`config.mk`:
```
export PLATFORM = sky130hd
export DESIGN_NAME = jk_reg_counter
export DESIGN_NICKNAME = d
export VERILOG_FILES = /design/src/rtl/jk_pkg.sv /design/src/rtl/jk_cell.sv /design/src/rtl/jk_reg_counter.sv
export SDC_FILE = /design/constraint.sdc
export NUM_CORES = 1
export LEC_CHECK = 0
export CORE_AREA = 2 2 59 61
export DETAILED_ROUTE_END_ITERATION = 10
export DIE_AREA = 0 0 61 63
export PLACE_DENSITY = 0.72
export SKIP_CTS_REPAIR_TIMING = 1
export SYNTH_ARGS = -nofsm -noshare
export SYNTH_HDL_FRONTEND = slang
export SYNTH_SLANG_ARGS = --single-unit
```
`constraint.sdc`:
```
create_clock -name clk -period 3.8 [get_ports clk]
set_input_delay 0.38 -clock clk [delete_from_list [all_inputs] [get_ports clk]]
set_output_delay 0.38 -clock clk [all_outputs]
set_load 0.005 [all_outputs]
```
`src/rtl/jk_pkg.sv`:
```
// ============================================================================
//  Module      : jk_pkg
//  Description : Shared mode encoding for the JK register/counter slice.
//  Revision    : 1.0  initial release
// ============================================================================
`default_nettype none

package jk_pkg;

  typedef logic [1:0] jk_mode_t;

  localparam jk_mode_t MODE_JK = 2'b00;
  localparam jk_mode_t MODE_UP = 2'b01;
  localparam jk_mode_t MODE_DN = 2'b10;
  localparam jk_mode_t MODE_LD = 2'b11;

endpackage

`default_nettype wire

```
`src/rtl/jk_cell.sv`:
```
// ============================================================================
//  Module      : jk_cell
//  Description : Single JK flip-flop with clock enable and async reset to RV.
//  Revision    : 1.0  initial release
// ============================================================================
`default_nettype none

module jk_cell #(
  parameter logic RV = 1'b0
) (
  input  logic clk,
  input  logic rst,
  input  logic ce,
  input  logic J,
  input  logic K,
  output logic Q
);

  always_ff @(posedge clk or posedge rst) begin
    if (rst) begin
      Q <= RV;
    end else if (ce) begin
      case ({J, K})
        2'b01:   Q <= 1'b0;
        2'b10:   Q <= 1'b1;
        2'b11:   Q <= ~Q;
        default: Q <= Q;
      endcase
    end
  end

endmodule

`default_nettype wire

```
`src/rtl/jk_reg_counter.sv`:
```
// ============================================================================
//  Module      : jk_reg_counter
//  Description : WIDTH JK cells steered as JK register, up/down counter or
//                parallel load, with terminal-count and change flags.
//  Revision    : 1.0  initial release
// ============================================================================
`default_nettype none

module jk_reg_counter
  import jk_pkg::*;
#(
  parameter int               WIDTH   = 8,
  parameter logic [WIDTH-1:0] RST_VAL = {WIDTH{1'b0}}
) (
  input  logic             clk,
  input  logic             rst,
  input  logic             en,
  input  jk_mode_t         mode,
  input  logic [WIDTH-1:0] J,
  input  logic [WIDTH-1:0] K,
  input  logic [WIDTH-1:0] d,
  output logic [WIDTH-1:0] Q,
  output logic [WIDTH-1:0] Qbar,
  output logic             tc,
  output logic             chg
);

  logic [WIDTH-1:0] w_up_t;
  logic [WIDTH-1:0] w_dn_t;
  logic [WIDTH-1:0] w_j;
  logic [WIDTH-1:0] w_k;
  logic [WIDTH-1:0] w_q_next;
  logic             r_chg;

  // Toggle enables: a bit flips when every lower bit is 1 (up) or 0 (down).
  assign w_up_t[0] = 1'b1;
  assign w_dn_t[0] = 1'b1;

  generate
    for (genvar i = 1; i < WIDTH; i++) begin : g_tchain
      assign w_up_t[i] = &Q[i-1:0];
      assign w_dn_t[i] = &(~Q[i-1:0]);
    end
  endgenerate

  always_comb begin
    w_j = '0;
    w_k = '0;
    case (mode)
      MODE_JK: begin
        w_j = J;
        w_k = K;
      end
      MODE_UP: begin
        w_j = w_up_t;
        w_k = w_up_t;
      end
      MODE_DN: begin
        w_j = w_dn_t;
        w_k = w_dn_t;
      end
      MODE_LD: begin
        w_j = d;
        w_k = ~d;
      end
    endcase
  end

  generate
    for (genvar i = 0; i < WIDTH; i++) begin : g_cell
      jk_cell #(
        .RV (RST_VAL[i])
      ) u_cell (
        .clk (clk),
        .rst (rst),
        .ce  (en),
        .J   (w_j[i]),
        .K   (w_k[i]),
        .Q   (Q[i])
      );
    end
  endgenerate

  // Characteristic equation of the cells, used only to detect a change.
  assign w_q_next = (w_j & ~Q) | (~w_k & Q);

  always_ff @(posedge clk or posedge rst) begin
    if (rst) begin
      r_chg <= 1'b0;
    end else begin
      r_chg <= en & (w_q_next != Q);
    end
  end

  assign chg  = r_chg;
  assign Qbar = ~Q;
  assign tc   = en & (((mode == MODE_UP) & (&Q)) | ((mode == MODE_DN) & ~(|Q)));

endmodule

`default_nettype wire

```
### Yosys cells after proc, flatten, opt, wreduce, memory -nomap -nowiden

Index checks and enable logic that the tools add are counted.

| word-level totals | value |
|---|---|
| logic and storage cells | 104 |
| flip-flop bits (word level) | 9 |
| output and inout port bits | 18 |
| bits of input ports | 29 |

| operators by class | value |
|---|---|
| reduce and logical (&&, ||, !) cells | 31 |
| bitwise logic cells | 26 |
| muxes and demuxes | 10 |
| equal/unequal tests | 28 |

Operators by type and width:

| operator | number |
|---|---|
| 8-bit one-hot mux with 4 select lines | 2 |
| 2-bit equality test, second input constant | 18 |
| 8-bit NOT | 3 |
| 1-bit one-hot mux with 3 select lines | 8 |
| 3-bit nonzero test | 8 |
| 2-bit AND reduction | 10 |
| 2-bit by 1-bit equality test with 1-bit output, second input constant | 9 |
| 8-bit AND | 2 |
| 7-bit AND reduction | 2 |
| 6-bit AND reduction | 2 |
| 5-bit AND reduction | 2 |
| 1-bit NOT | 9 |
| 8-bit inequality test | 1 |
| 8-bit OR | 1 |
| 4-bit AND reduction | 2 |
| 8-bit AND reduction | 1 |
| 8-bit OR reduction | 1 |
| 7-bit NOT | 1 |
| 6-bit NOT | 1 |
| 3-bit AND reduction | 2 |
| 5-bit NOT | 1 |
| 1-bit AND | 4 |
| 4-bit NOT | 1 |
| 3-bit NOT | 1 |
| other kinds (3) | 3 |

### Depth between registers and ports, before layout

Gate-level depths: netlist (run 1).

| depth | value |
|---|---|
| depth after elaboration | 8 |
| gate-level depth with buffers | 8 |
| mapped depth without buffers | 5 |

### By module

From an unflattened synthesis (run 1), not the netlist that was laid out.

| second synthesis, totals | value |
|---|---|
| cell total of the unflattened synthesis | 146 |
| area, all modules | 1066.0 um^2 |

Modules (own cells, without submodules):

| module | seq. area each (um^2) | cells each | area an instance (um^2) | times used |
|---|---|---|---|---|
| jk_reg_counter | 25.0 | 114 | 745.7 | 1 |
| jk_cell | 25.0 | 4 | 40.0 | 8 |

### Worst setup path after synthesis (run 1)

Ideal clock, no wire load.

| timing | value |
|---|---|
| path type | register to register |
| start | register g_cell[1].u_cell.Q |
| end | register r_chg (netlist: chg) |
| cell stages (with the launch flop) | 8 |
| path slack | 1.988 ns |
| path buffers | 2 |
| library setup time | 0.147 ns |
| required time | 3.653 ns |
| period minus slack after synthesis | 1.812 ns |
| arrival | 1.665 ns |
| cell sequence | dfrtp_1 > buf_4 > and4_1 > clkbuf_1 > a221oi_1 > a311oi_1 > a2111oi_0 > a41oi_1 |

| on the way | value |
|---|---|
| word-level cells in the longest chain between the ends | 8 |
| elaborated cells on any way between the ends | 27 |
| classes of those cells | eq/ne: 1; mux: 2; bitwise: 12; reduce/logical: 12 |

RTL lines:

| element | RTL line | text |
|---|---|---|
| from (decl) | jk_cell.sv:16 | `output logic Q` |
| from (signal assigned) | jk_cell.sv:26 | `2'b11: Q <= ~Q;` |
| 7-bit NOT (tied with other cells) | jk_reg_counter.sv:42 | `assign w_dn_t[i] = &(~Q[i-1:0]);` |
| 7-bit AND reduction (tied with other cells) | jk_reg_counter.sv:42 |  |
| 8-bit one-hot mux with 4 select lines | jk_reg_counter.sv:49 | `case (mode)` |
| 8-bit NOT | jk_reg_counter.sv:85 | `assign w_q_next = (w_j & ~Q) \| (~w_k & Q);` |
| 8-bit AND | jk_reg_counter.sv:85 |  |
| 8-bit OR | jk_reg_counter.sv:85 |  |
| 8-bit inequality test * | jk_reg_counter.sv:91 | `r_chg <= en & (w_q_next != Q);` |
| 1-bit AND * | jk_reg_counter.sv:91 |  |
| to (signal assigned) | jk_reg_counter.sv:91 |  |
| to (decl) | jk_reg_counter.sv:33 | `logic r_chg;` |

Mark *: on every way between the ends. The rest lies on a longest branch, timed or not.
A chain may end at the register's enable or synchronous reset.

### Worst setup path after layout (run 1)

| timing | value |
|---|---|
| start | register g_cell[0].u_cell.Q |
| end | output port tc |

| on the way | value |
|---|---|
| word-level cells in the longest chain between the ends | 5 |
| elaborated cells on any way between the ends | 7 |
| classes of those cells | bitwise: 5; reduce/logical: 2 |

RTL lines:

| element | RTL line | text |
|---|---|---|
| from (decl) | jk_cell.sv:16 |  |
| from (signal assigned) | jk_cell.sv:26 |  |
| 8-bit OR reduction | jk_reg_counter.sv:97 | `assign tc = en & (((mode == MODE_UP) & (&Q)) \| ((mode == MODE_DN) & ~(\|Q)));` |
| 1-bit NOT | jk_reg_counter.sv:97 |  |
| 1-bit AND | jk_reg_counter.sv:97 |  |
| 1-bit OR * | jk_reg_counter.sv:97 |  |
| 1-bit AND * | jk_reg_counter.sv:97 |  |
| to (decl) | jk_reg_counter.sv:24 | `output logic tc,` |

Marks and branches as above.

==> flow_summary.toml, run 1 <==
[run_status]
status = "complete, no violations"

[yosys]
synthSimpleGateAreaFrac_pct = 30.1
async_flop_share_pct = 100
synth_cells = 163
synth_top_family_by_area = "simple AND/OR/NAND/NOR gates"
synth_compound_area_share_pct = 29.3
synth-xor-area-share_pct = 0
postSynthAreaPerCell_um2 = 7.55
ys_ff_latch = 9
synth_edf_count = 0
synthAdderAreaFrac_pct = 0
ys_seq_area_share_pct = 18.3
synthFlopType = "dfrtp_1"
yosys_warnings = 0
synth_fp_nets = 192
syn_area_um2 = 1230
ys_types = 51
synth_mux_area_share_pct = 7.32

[sta]
period_share_pct = 75.5
hold_violations = 0
drv_slew = 0
finalSetupViolations = 0
worstMarginPinSlew_ns = 0.620
skew_ns = 0.00153
layout_min_cycle_time_ns = 2.87
max_slew_margin_pct = 58.6
fin_setup_tns_ns = 0
max_freq_mhz = 349
rsz0062_at_grt = "no"

[setup_path]
reg2reg_slack_ns = 1.54
worst-path-max-fanout = 16
endpoint_kind = "output port"
crit_type = "reg -> out"
arrival_ns = 2.49
worstPathRequired_ns = 3.42
start_kind = "flip-flop"

[floorplan]
num_rows = 21
dieArea_um2 = 3840
die_h_um = 63
initial_core_util_pct = 38.1
coreArea_um2 = 3230
die_width_um = 61
num_io_pins = 47

[clocking]
clock-sinks = 9
clock_latency_ns = 0.25
cts_buffers = 3
cts_root_buf = "clkbuf_4"
cts_tree = "yes"
htree_levels = 1
cts_buffer_depth = 2
cts.clk_slew.worst_paths_ns = 0.05

[detailed_routing]
ant_nets = 0
viasPerCell = 5.92
first_iter_violations = 62
drc = 0
drtPass1Iterations = 4
routed_wl_mm = 3.61
vias = 1420
routedWlPerCell_um = 15.0

[placement]
portBuffers = 46
place_congestion = 0.813
dpl.hpwl_mm = 2.82
dp_cells = 236

[run]
max_cap_viol_count = 0

[power_and_ir_drop]
p_int_mw = 0.403
finalPower_mw = 0.691
comb_power_share_pct = 58.1
p_sw_share_pct = 41.7
power.density_nw_per_um2 = 418
pwr-share-clk_pct = 9.9
static-leakage-power_nw = 0.630
p_seq_share_pct = 31.9
power_switching_mw = 0.288
ir_worst_vdd_uv = 109

[min_path]
hold_class = "in -> async"

[final_layout]
post-route-util_pct = 51.1
n_antenna_cell = 0
nets = 224
num-fill-cells = 333
drive_gt1_share_pct = 7.73
syn_to_final_growth_pct = 34.2
stdcell_count = 240

[global_route]
antenna_found_initial = 0
grtUsageTotal_pct = 19.8
grt_pass1_wl_mm = 5.93
grt-ovfl-total = 0
grt_max_degree = 32
grt_pass1_vias = 1293
flip-flops by register name, indices dropped and copies added (netlist names):
| name | flops |
|---|---|
| chg | 1 |
| g_cell.u_cell.Q | 8 |
per-layer routing:
| layer | global-route usage, % | part of all wire, % | vias to the layer above | wire, um |
|---|---|---|---|---|
| li1 | - | - | 666 | - |
| met4 | 5.71 | 1.1 | 0 | 38 |
| met3 | 2.28 | 8.8 | 6 | 319 |
| met1 | 28.3 | 40 | 667 | 1450 |
| met5 | 0 | 0 | - | 0 |
| met2 | 30.9 | 50 | 81 | 1800 |
worst paths after layout:
kind                                    startpoint                 end  depth (start not counted)
worst min register to register  g_cell[6].u_cell.Q  g_cell[6].u_cell.Q                          1
worst max-delay path            g_cell[0].u_cell.Q                  tc                          6
min in group clk                g_cell[6].u_cell.Q  g_cell[6].u_cell.Q                          1
worst max register to register  g_cell[0].u_cell.Q                 chg                          5
worst min-delay path                           rst  g_cell[7].u_cell.Q                          2
max in group asynchronous                      rst                 chg                          2
area by class of cell:
class / count / area, um^2 / share of cell area (%)
Tap cell: 46 / 57.6 / 3.49
Clock buffer: 4 / 26.3 / 1.59
Inverter: 12 / 45.0 / 2.73
Timing Repair Buffer: 48 / 475 / 28.8
Multi-Input combinational cell: 121 / 821 / 49.7
Sequential cell: 9 / 225 / 13.6
through the flow:
stage               area (um^2)  setup slack, ns  hold WS [ns]
floorplan                  1230             1.99         0.208
global placement           1620             1.08         0.598
detailed placement         1620             1.04         0.618
CTS                        1650            0.902         0.406
global route               1650            0.684         0.424
finish                     1650            0.931         0.398
cell families after synthesis:
kind of cell / Yosys count
buffers and inverters: 33
flip-flops: 9
AO/OA/AOI/OAI: 51
AND/OR/NAND/NOR: 64
multiplexers: 6
worst max-delay path: stages (launching register included):
cell and delay (ns):
dfrtp_1 0.73, nand4_1 0.19, or4_1 0.55, nor2_1 0.11, nor2_1 0.05, nor2_1 0.09, clkdlybuf4s50_1 0.51
synthesized netlist by cell type, types with 3 or more instances:
| cell | number | area [um^2] |
|---|---|---|
| mux2_2 | 4 | 45.0 |
| nor2b_1 | 3 | 18.8 |
| a311oi_1 | 4 | 35.0 |
| inv_1 | 11 | 41.3 |
| nand3b_1 | 3 | 22.5 |
| o21ai_0 | 8 | 40.0 |
| a21oi_1 | 11 | 55.1 |
| nand3_1 | 10 | 50.1 |
| a31oi_1 | 3 | 18.8 |
| clkbuf_1 | 3 | 11.3 |
| a221oi_1 | 4 | 35.0 |
| nor2_1 | 14 | 52.6 |
| nand2_1 | 7 | 26.3 |
| nand2b_1 | 8 | 50.1 |
| nand4_1 | 4 | 25.0 |
| dfrtp_1 | 9 | 225 |
| o221ai_1 | 3 | 26.3 |
| buf_2 | 6 | 30.0 |
| buf_4 | 10 | 75.1 |
layout by cell type, fill, tap and decap left out, types with 7 or more instances in the layout:
cell and n:
a21oi_1 11, nand2b_1 8, o21ai_0 8, dfrtp_1 9, nor2_1 14, clkdlybuf4s50_1 46
nand2_1 7, inv_1 11, nand3_1 10
power by group through the flow:
stage / Sequential, mW / Clock (mW) / Combinational [mW]
finish: 0.220 / 0.0686 / 0.402
global route: 0.230 / 0.0815 / 0.438
CTS: 0.219 / 0.0726 / 0.401
detailed placement: 0.222 / 0 / 0.400
global placement: 0.216 / 0 / 0.394
floorplan: 0.166 / 0 / 0.285
No activity file was read; power rests on OpenSTA's default activity.
==> run 2, diff against run 1 <==
--- a/config.mk
+++ b/config.mk
@@ -8,7 +8,7 @@
 export CORE_AREA = 2 2 59 61
 export DETAILED_ROUTE_END_ITERATION = 10
 export DIE_AREA = 0 0 61 63
-export PLACE_DENSITY = 0.72
+export PLACE_DENSITY = 0.74
 export SKIP_CTS_REPAIR_TIMING = 1
 export SYNTH_ARGS = -nofsm -noshare
 export SYNTH_HDL_FRONTEND = slang
==> constraint.sdc (replaced) <==
create_clock -name clk -period 2.49 [get_ports clk]
set_input_delay 0.249 -clock clk [delete_from_list [all_inputs] [get_ports clk]]
set_output_delay 0.249 -clock clk [all_outputs]
set_load 0.005 [all_outputs]
==> run 2 against run 1 <==
Effect of this change: worst hold slack got worse by 0.16 ns; register-to-register slack worse by 1.1 ns; via count shrank 0.49%.
==> flow_summary.toml, run 2 (synthesized netlist as in run 1, its figures left out) <==
[clocking]
clock_latency_ns = 0.26
cts_root_buf = "clkbuf_4"
clock-sinks = 9
cts.clk_slew.worst_paths_ns = 0.06
cts_buffer_depth = 2
cts_buffers = 3
cts_tree = "yes"
htree_levels = 1

[sta]
drv_slew = 0
max_freq_mhz = 420
fin_setup_tns_ns = 0
layout_min_cycle_time_ns = 2.38
hold_violations = 0
rsz0062_at_grt = "no"
period_share_pct = 95.5
max_slew_margin_pct = 71.4
worstMarginPinSlew_ns = 0.419
finalSetupViolations = 0
skew_ns = 0.00216

[placement]
place_congestion = 0.872
dpl.hpwl_mm = 2.93
dp_cells = 247
portBuffers = 46

[global_route]
use_met1_pct = 29.0
grtUsageTotal_pct = 20.7
globalRouteMet2Util_pct = 32.3
grt_pass1_wl_mm = 6.15
grt_busiest_layer = "met2"
grtUsageMet3_pct = 1.66
grt-ovfl-total = 0
grt_max_degree = 23
antenna_found_initial = 0
grt_pass1_vias = 1354

[setup_path]
endpoint_kind = "output port"
critPathMaxStageDelay_ns = 0.50
rr_startpoint = "g_cell[0].u_cell.Q"
rr_endpoint = "chg"
worstPathRequired_ns = 2.24
worst-path-max-fanout = 8
reg2reg_slack_ns = 0.40
worstPathCellList = "nand3_1, or4_1, nor2_1, nor2_1, nor2_1, clkdlybuf4s50_1"
start_kind = "flip-flop"
crit_type = "reg -> out"
critPathMostFrequentCell = "nor2_1"
arrival_ns = 2.13
r2r_cells = 6
critical-path-slowest-cell = "clkdlybuf4s50_1"

[floorplan]
initial_core_util_pct = 38.1
dieArea_um2 = 3840
num_rows = 21
coreArea_um2 = 3230
die_h_um = 63
die_width_um = 61
num_io_pins = 47

[power_and_ir_drop]
p_seq_share_pct = 23.0
static-leakage-power_nw = 0.701
ir_worst_vdd_uv = 219
power_switching_mw = 0.452
power.density_nw_per_um2 = 634
p_int_mw = 0.664
comb_power_share_pct = 67.0
p_sw_share_pct = 40.5
pwr-share-clk_pct = 10.1
finalPower_mw = 1.12

[detailed_routing]
routedWlPerCell_um = 14.4
viasPerCell = 5.63
routed_wl_mm = 3.60
ant_nets = 0
drtPass1Iterations = 4
drc = 0
vias = 1413
first_iter_violations = 60

[final_layout]
stdcell_count = 251
mostFrequentLayoutCells = "clkdlybuf4s50_1, nor2_1, inv_1, a21oi_1, buf_4"
drive_gt1_share_pct = 12.7
nets = 235
num-fill-cells = 323
layout_commonest_cell = "clkdlybuf4s50_1"
n_antenna_cell = 0
largest_register_ffs = 8
syn_to_final_growth_pct = 43.1
top_register = "g_cell.u_cell.Q"

[min_path]
hold_class = "in -> async"

[run]
max_cap_viol_count = 0

[run_status]
status = "complete, no violations"
[run 2: changes by cell type in the layout (fill, tap and decap cells not counted), sizes merged]
| cell | change |
|---|---|
| dlymetal6s2s | +1 |
| clkdlybuf4s50 | -1 |
| buf | +11 |
[run 2: cell type report]
class	count	area [um^2]	share of cell area [%]
timing repair buffer	59	586	33.3
inverter	12	45.0	2.56
multi-input combinational	121	821	46.6
sequential	9	225	12.8
tap	46	57.6	3.27
clock buffer	4	26.3	1.49
[run 2: layer usage]
layer / routed length [um] / vias to the layer above
met4: 74 / 0
li1: - / 694
met3: 247 / 6
met5: 0 / -
met2: 1720 / 54
met1: 1560 / 659
[run 2: stage by stage]
stage | hold WS [ns] | area (um^2) | util (%) | setup WS [ns]
detailed placement | 0.520 | 1730 | 53.6 | 0.00721
floorplan | 0.0769 | 1230 | - | 0.678
global placement | 0.524 | 1730 | 53.6 | 0.0584
finish | 0.235 | 1760 | 54.5 | 0.111
CTS | 0.243 | 1760 | 54.4 | 0.0545
global route | 0.267 | 1760 | 54.5 | 0.0194
[run 2: how the worst max path moves through the flow]
| stage | from | to | slack, ns |
|---|---|---|---|
| 3_3_place_gp | mode[0] | chg | 0.06 |
| 3_5_place_dp | mode[0] | chg | 0.007 |
| 2_1_floorplan | g_cell[1].u_cell.Q | chg | 0.68 |
| 4_1_cts | mode[0] | tc | 0.05 |
| 5_1_grt | g_cell[6].u_cell.Q | tc | 0.02 |
| 6_report | g_cell[6].u_cell.Q | tc | 0.11 |
[run 2: worst max-delay path: cells and delay by family, from the launching register on]
family        cells  cell delay, ns
simple gates      5            0.90
buf+inv           1            0.50
flops             1            0.47
[run 2: power by group through the flow]
| stage | registers [mW] | logic, mW | clock network, mW |
|---|---|---|---|
| 2_1_floorplan | 0.254 | 0.436 | 0 |
| 3_3_place_gp | 0.257 | 0.730 | 0 |
| 3_5_place_dp | 0.259 | 0.743 | 0 |
| 4_1_cts | 0.256 | 0.747 | 0.115 |
| 5_1_grt | 0.264 | 0.816 | 0.124 |
| 6_report | 0.257 | 0.747 | 0.112 |
==> edit: new RTL, config.mk and constraints of run 2 <==
Change the parameter `WIDTH` from 8 to 6.
--- a/src/rtl/jk_reg_counter.sv
+++ b/src/rtl/jk_reg_counter.sv
@@ -9,7 +9,7 @@
 module jk_reg_counter
   import jk_pkg::*;
 #(
-  parameter int               WIDTH   = 8,
+  parameter int               WIDTH   = 6,
   parameter logic [WIDTH-1:0] RST_VAL = {WIDTH{1'b0}}
 ) (
   input  logic             clk,
Ports: changed (5 resized); port bits go from 47 to 37. The function was not compared with the original's and may differ.
==> edit against run 2 <==
  * Sequential power down 24%
  * Power shrank 18%
  * Routed wire length shrank 28%
  * Sequential share of layout area grew 0.44 points
  * Critical path type unchanged
  * Synthesized cell count decreased by 30%
  * Combinational power shrank 18%
  * Sequential cell count decreased by 2
  * Setup slack improved by 0.11 ns
  * Cell area fell by 25%
  * Synthesized area decreased by 31%
==> edit: results <==
[status]
run_status = complete, no violations

[grt]
grt_pass1_wl_mm = 4.42
grt.total_usage_pct = 14.7
grt_use_met3_pct = 0.828
met1_usage_pct = 20.5
use_met2_pct = 22.8
grt_start_max_net_pins = 22
grt_pass1_vias = 944

[route]
routedWlPerCell_um = 13.0
routed_via_density = 5.13
drt_iter0_drc = 37

[logic_synthesis]
synthesis.nets = 137
synth.yosys.seq_area_share_pct = 20.6
synth_area_leaders = dfrtp_1 21%, a21oi_1 5.3%, buf_4 5.3%, a31oi_1 5.2%, mux2i_1 4.7%
ys_top_cells_by_count = 10 x inv_1, 9 x a21oi_1, 7 x a31oi_1, 7 x dfrtp_1, 7 x nand2_1
synth_cell_type_count = 48

[setup_path]
crit_arrival_ns = 2.02
cp_max_fo = 2
rrSetupSlack_ns = 0.61
startpoint = g_cell[2].u_cell.Q$_DFFE_PP0P_
r2r.worst_path.cells = 7
rr_startpoint = g_cell[0].u_cell.Q$_DFFE_PP0P_
slowest_stage = or4_4
critical_path.max_stage_delay_ns = 0.55

[layout]
largest_reg_flops = 6
fin_area_um2 = 1320
nNetsFinal = 178
layout-drive-gt1-share_pct = 17.5
fillerInstances = 337
num_antenna_cells = 0
top_register = g_cell.u_cell.Q

[clock_network]
insertion_delay_ns = 0.27
htree_levels = 1

[sta]
slew-limit-headroom_pct = 67.5
max_freq_mhz = 441
finClkSkew_ns = 0.00502
fin_hold_ws_ns = 0.230

[hold_path]
hold_class = in -> async

[pwr]
swShare_pct = 38.7
p_leak_nw = 0.556
ir_drop_mv = 0.202

[placed_design]
dp_hpwl_mm = 2.07
place_congestion = 0.883
portBuffers = 36
dpl_worst_slack_ns = -0.118
==> edit: changes by cell type after synthesis, moves of 3 or more <==
| cell | change |
|---|---|
| buf_2 | -5 |
| a221oi_1 | -4 |
| nand3b_1 | -3 |
| o21ai_0 | -7 |
| nor2_1 | -10 |
| nand2b_1 | -5 |
| a31oi_1 | +4 |
| mux2i_1 | +4 |
| nand3_1 | -7 |
| mux2_2 | -3 |
| buf_4 | -4 |
| a311oi_1 | -4 |
==> edit: area by class of cell <==
class                   count  area [um^2]  area share [%]
clock buffers               3         22.5            1.70
clock inverters             1         5.00           0.378
inverters                  11         41.3            3.12
multi-input cells          81          547            41.3
flip-flops and latches      7          175            13.2
well taps                  46         57.6            4.35
repair buffers             51          475            35.9
==> edit: per-stage QoR <==
stage	TNS, ns	std cells	power, W
detailed placement	-0.118	196	0.000803
CTS	-0.204	200	0.000917
floorplan	0	114	0.000538
global placement	-0.106	196	0.000795
global route	0	200	0.000995
finish	0	200	0.000920
==> edit: routing by layer <==
metal  part of all wire, %  wire length [um]
met5                     0                 0
met4                   1.6                41
met3                   6.7               174
met2                    48              1260
met1                    43              1130
==> edit: how the worst min path moves through the flow <==
| stage | end | cells after the start | startpoint |
|---|---|---|---|
| floorplan | chg$_DFF_PP0_ | 1 | rst |
| global placement | g_cell[0].u_cell.Q$_DFFE_PP0P_ | 2 | rst |
| detailed placement | g_cell[3].u_cell.Q$_DFFE_PP0P_ | 2 | rst |
| CTS | g_cell[3].u_cell.Q$_DFFE_PP0P_ | 2 | rst |
| global route | g_cell[0].u_cell.Q$_DFFE_PP0P_ | 2 | rst |
| finish | g_cell[0].u_cell.Q$_DFFE_PP0P_ | 2 | rst |
==> edit: kinds of logic after synthesis <==
group	Yosys count	share of synthesized area (%)
muxes	5	6.05
and+or+nand+nor	31	19.6
xor gates and xnor gates	2	2.07
DFF	7	20.6
buffers and inverters	26	15.3
AOI/OAI and AO/OA	43	36.3
==> edit: critical path, delay by kind of cell, from the launching register on <==
kind / cells / cell delay (ns)
and+or+nand+nor: 3 / 1.11
DFF: 1 / 0.38
AOI/OAI and AO/OA: 1 / 0.13
buffers and inverters: 1 / 0.12
==> edit: power by group through the flow <==
stage | combinational, W | clock, W | sequential (W)
after floorplan | 0.000337 | 0 | 0.000201
after global placement | 0.000603 | 0 | 0.000192
after detailed placement | 0.000608 | 0 | 0.000195
after CTS | 0.000610 | 0.000113 | 0.000193
after global routing | 0.000673 | 0.000118 | 0.000203
final | 0.000612 | 0.000114 | 0.000195
